File: src/rtl/vga_scan_gen.sv
// VGA scan timing generator: pixel-rate divider, h/v counters, registered
// active-low syncs and blanked colour, plus a once-per-frame pulse.
module vga_scan_gen #(
    parameter int H_VISIBLE = 640,
    parameter int H_FRONT   = 16,
    parameter int H_SYNC    = 96,
    parameter int H_BACK    = 48,
    parameter int V_VISIBLE = 480,
    parameter int V_FRONT   = 10,
    parameter int V_SYNC    = 2,
    parameter int V_BACK    = 33,
    parameter int CLK_DIV   = 1
) (
    input  logic       clk,
    input  logic       reset,
    input  logic [5:0] color,
    output logic [9:0] colPos,
    output logic [9:0] rowPos,
    output logic       visible,
    output logic       pix_tick,
    output logic       frame_tick,
    output logic       hsync,
    output logic       vsync,
    output logic [5:0] rgb
);

    localparam int H_TOTAL = H_VISIBLE + H_FRONT + H_SYNC + H_BACK;
    localparam int V_TOTAL = V_VISIBLE + V_FRONT + V_SYNC + V_BACK;
    localparam int DIV_W   = (CLK_DIV > 1) ? $clog2(CLK_DIV) : 1;

    localparam logic [DIV_W-1:0] DIV_LAST = DIV_W'(CLK_DIV - 1);
    localparam logic [9:0] H_LAST     = 10'(H_TOTAL - 1);
    localparam logic [9:0] V_LAST     = 10'(V_TOTAL - 1);
    localparam logic [9:0] H_VIS_END  = 10'(H_VISIBLE);
    localparam logic [9:0] V_VIS_END  = 10'(V_VISIBLE);
    localparam logic [9:0] H_VIS_LAST = 10'(H_VISIBLE - 1);
    localparam logic [9:0] V_VIS_LAST = 10'(V_VISIBLE - 1);
    localparam logic [9:0] H_SYNC_ON  = 10'(H_VISIBLE + H_FRONT);
    localparam logic [9:0] H_SYNC_OFF = 10'(H_VISIBLE + H_FRONT + H_SYNC);
    localparam logic [9:0] V_SYNC_ON  = 10'(V_VISIBLE + V_FRONT);
    localparam logic [9:0] V_SYNC_OFF = 10'(V_VISIBLE + V_FRONT + V_SYNC);

    // Forcing 0 outside the visible window also keeps an undriven colour off the DAC.
    function automatic logic [5:0] blank_color(input logic vis, input logic [5:0] c);
        return vis ? c : 6'd0;
    endfunction

    logic [DIV_W-1:0] div_p0;
    logic [9:0]       h_cnt_p0;
    logic [9:0]       v_cnt_p0;
    logic             vld_p0;
    logic             vis_p0;
    logic [5:0]       rgb_p1;
    logic             hsync_p1;
    logic             vsync_p1;

    assign vld_p0 = (div_p0 == DIV_LAST);
    assign vis_p0 = (h_cnt_p0 < H_VIS_END) && (v_cnt_p0 < V_VIS_END);

    // Stage p0: pixel divider and scan position counters
    always_ff @(posedge clk) begin
        if (reset) begin
            div_p0   <= '0;
            h_cnt_p0 <= '0;
            v_cnt_p0 <= '0;
        end else if (vld_p0) begin
            div_p0 <= '0;
            if (h_cnt_p0 == H_LAST) begin
                h_cnt_p0 <= '0;
                v_cnt_p0 <= (v_cnt_p0 == V_LAST) ? 10'd0 : v_cnt_p0 + 10'd1;
            end else begin
                h_cnt_p0 <= h_cnt_p0 + 10'd1;
            end
        end else begin
            div_p0 <= div_p0 + 1'b1;
        end
    end

    // Stage p1: one pixel behind the counters, syncs and colour stay aligned
    always_ff @(posedge clk) begin
        if (reset) begin
            rgb_p1   <= '0;
            hsync_p1 <= 1'b1;
            vsync_p1 <= 1'b1;
        end else if (vld_p0) begin
            rgb_p1   <= blank_color(vis_p0, color);
            hsync_p1 <= !((h_cnt_p0 >= H_SYNC_ON) && (h_cnt_p0 < H_SYNC_OFF));
            vsync_p1 <= !((v_cnt_p0 >= V_SYNC_ON) && (v_cnt_p0 < V_SYNC_OFF));
        end
    end

    assign colPos     = h_cnt_p0;
    assign rowPos     = v_cnt_p0;
    assign visible    = vis_p0;
    assign pix_tick   = vld_p0;
    assign frame_tick = vld_p0 && (h_cnt_p0 == H_VIS_LAST) && (v_cnt_p0 == V_VIS_LAST);
    assign hsync      = hsync_p1;
    assign vsync      = vsync_p1;
    assign rgb        = rgb_p1;

endmodule
File: config.mk
export PLATFORM = sky130hd
export DESIGN_NAME = vga_scan_gen
export DESIGN_NICKNAME = d
export VERILOG_FILES = /design/src/rtl/vga_scan_gen.sv
export SDC_FILE = /design/constraint.sdc
export NUM_CORES = 1
export LEC_CHECK = 0
export BUFFER_PORTS_ARGS = -buffer_cell sky130_fd_sc_hd__buf_2
export CORE_UTILIZATION = 55
export DETAILED_ROUTE_END_ITERATION = 8
export PLACE_DENSITY = 0.84
export SLEW_MARGIN = 20
export SYNTH_ARGS = -nofsm -noshare
export SYNTH_HDL_FRONTEND = slang
export SYNTH_SLANG_ARGS = --single-unit
File: constraint.sdc
create_clock -name clk -period 3.3 [get_ports clk]
set_input_delay 0.165 -clock clk [delete_from_list [all_inputs] [get_ports clk]]
set_output_delay 0.165 -clock clk [all_outputs]
set_load 0.1 [all_outputs]
==> implementation parameters <==
Parameter                              Value

Status
  Status    complete, no violations

Setup path
  Required time of the worst setup path    roughly 3.1 ns
  Startpoint Class    flop
  Cell family contributing the most delay on the critical path    simple AND/OR/NAND/NOR gates
  Endpoint type of the worst setup path    primary output
  Critical path type    reg -> out
  CP bufs+invs    1
  Highest fanout seen on the critical path    6
  Cells along the critical path    and3_1 > nand4_1 > or4b_1 > nor4b_4 > buf_2
  Slowest Stage Delay on Critical Path    roughly 0.56 ns
  Arrival @ worst endpoint    between 2 and 2.5 ns
  Slowest CP cell    sky130_fd_sc_hd__or4b_1

STA
  Fin. max-slew vios    0
  Remaining max-slew budget at the tightest pin    0.5640
  Final period utilization    0.7785
  Max frequency    389.2 MHz
  Endpoints failing hold    0
  Unrepaired setup endpoints after global routing    false
  Number of setup violations in the final report    0
  Minimum period implied by the final worst setup slack    2.569 ns
  Slack of the critical path    0.7309 ns
  Transition at the pin with the smallest max-transition slack    0.6485 ns
  Setup TNS    0 ns
  Hold slack    0.05757 ns
  Maximum clock skew at final layout    between 0.01 and 0.015 ns

Synth
  Number of enable flip-flop cells after synthesis    0
  Number of library cell types mapped by synthesis    41
  Top cells by area, synth    sky130_fd_sc_hd__dfxtp_1 (42%), sky130_fd_sc_hd__nor2_1 (5.1%), sky130_fd_sc_hd__xor2_1 (3.8%), sky130_fd_sc_hd__ha_1 (3.6%), sky130_fd_sc_hd__nand3_1 (3.2%)
  Most frequently used flop master after synthesis    sky130_fd_sc_hd__dfxtp_1
  Post-synth top area cell    sky130_fd_sc_hd__dfxtp_1
  Fraction of synthesis flops using an asynchronous set or reset pin    0
  Yosys warning total    0
  Net count after synthesis    169
  Cell Area, Synth    between 0.001 and 0.0015 mm2
  Post-synthesis average cell area    8.870 um2
  Seq/Total Area, Yosys    0.4169
  Synthesized instance count    between 150 and 200
  Synthesized flop and latch total    29
  Leading post-synthesis cells by instance count    sky130_fd_sc_hd__dfxtp_1 (29), sky130_fd_sc_hd__nor2_1 (19), sky130_fd_sc_hd__nand3_1 (9)
  Most frequently used cell type in the post-synthesis netlist    sky130_fd_sc_hd__dfxtp_1
  Area share of the largest cell type after synthesis    0.4169

Floorplan
  Die Span Y    between 50 and 60 um
  Number of top-level pins    39
  Number of rows created at floorplan    17
  Die Span X    approximately 52 um
  Initial Util    0.6062
  Core Region    ~0.0023 mm2
  Die outline area    0.002737 mm2

Placed design
  Total half-perimeter wirelength after legalization and detailed placement    2.270 mm
  Pre-CTS setup slack    approximately 1.1 ns
  I/O Buffers    38
  Weighted congestion at the end of routability-driven global placement    0.7791
  Area after detailed placement    0.001585 mm2

Hold path
  Class of the most critical hold timing path    in -> reg

Layout
  Proportion of layout cells with a drive suffix above 1    0.2615
  Sequential cell area    581.8 um2
  Fin nets    206
  Fill cell instance count of the final layout    ~190
  Multi-input gate area    754.5 um2
  Layout-stage area growth over the synthesis result    18.24%
  Antenna cell count    0
  Post-layout instance area    0.001647 mm2

Route
  Routed length per instance    approximately 15 um
  Vias    approximately 1300
  DRT Pass-1 Iters    4
  Detailed-route DRC error count    0
  Residual antenna-violating net count after detailed routing    0
  Via-per-instance ratio    5.996
  Total Routed Length    3.276 mm
  Drt initial violations    18

Clocking
  Deepest clock path buffer count    2
  Clock buffer count from CTS    5
  Library cell used as clock root buffer    sky130_fd_sc_hd__clkbuf_4
  Clock Pin Slew Worst Setup and Hold Paths    about 0.10 ns
  Post-CTS Hold Fix Bufs    0
  Number of buffers inserted to repair setup after CTS    0
  Num Clock Sinks    29
  Number of levels in the clock H-tree    2
  Number of instances resized during post-cts repair    0
  CTS tree    yes
  Worst-skew pair later-pin latency    between 0.3 and 0.4 ns

Global routing
  Number of global-route vias before repair    1228
  Number of antenna violations at the first check in global routing    0
  Global route total overflow    0
  Global-route wire length before repair    5.119 mm
  Overall track demand over capacity in global routing    0.2608
  Maximum number of pins on one net before global-route repair    21

Power
  Power per Cell Area    422.9 mW/mm2
  Static Leakage    a little over 0.7 nW
  Overall power consumption    0.0006964 W
  Max IR drop VDD    0.0004711 V

Run
  Maximum capacitance violations    0
-- placed cells by master, fill, tap and decap left out, drive strengths merged, types with 6 or more instances in the layout --
| master | count |
|---|---|
| a22oi | 6 |
| nand3 | 9 |
| xor2 | 6 |
| a21oi | 6 |
| inv | 8 |
| nor2 | 19 |
| buf | 38 |
| o21ai | 6 |
| dfxtp | 29 |
| nand4 | 7 |
-- through the flow --
step | util | cells
global placement | 0.6901 | 215
detailed placement | 0.6901 | 215
floorplan | - | 157
finish | 0.7168 | 223
CTS | 0.7141 | 223
global route | 0.7168 | 223
-- state kept, by name, indices dropped and copies added, names as in the netlist --
name    cells
rgb         6
vsync       1
hsync       1
colPos     10
rowPos     10
div_p0      1
-- kinds of logic (layout without fill, tap and decap cells) --
logic type	after synthesis	count (layout)	synth area share
other cells	1	1	0.002693
flops	29	29	0.4169
xor+xnor	9	9	0.05661
simple gates	70	70	0.3019
fa+ha+maj	4	4	0.03594
buf+inv	16	54	0.05210
compound gates	27	27	0.1267
mux	1	1	0.007188
-- worst paths after layout --
kind,from,endpoint,slack (ns),depth (start not counted)
setup reg to reg,div_p0,rowPos[7],1.12,4
hold / removal,color[3],rgb[3],0.06,3
setup / recovery,colPos[5],frame_tick,0.73,5
hold reg to reg,vsync,vsync,0.52,2
-- area by class of cell --
type                    count  area share
repair buffers             38      0.1155
clock inverters             3     0.01064
clock buffers               5     0.02280
inverters                   8     0.01824
flip-flops and latches     29      0.3533
multi-input cells         112      0.4582
well taps                  28     0.02128
-- layer usage --
layer,global-route usage,routed length (um),vias up
met5,0,0,-
met4,0.1184,67,0
met3,0.08696,145,9
met2,0.4325,1592,44
met1,0.3004,1470,640
li1,-,-,644
-- tightest hold or removal path, cell delays in order --
cell and delay [ns]:
sky130_fd_sc_hd__buf_2 0.08, sky130_fd_sc_hd__a22oi_1 0.05, sky130_fd_sc_hd__nor2_1 0.08
-- report_power, final --
part           internal [W]  switching (W)  total [W]
Clock             0.0000801       0.000135   0.000215
Sequential         0.000359      0.0000131   0.000372
Combinational     0.0000200      0.0000894   0.000109
Total              0.000459       0.000237   0.000696
(Power assumes the default switching activity.)
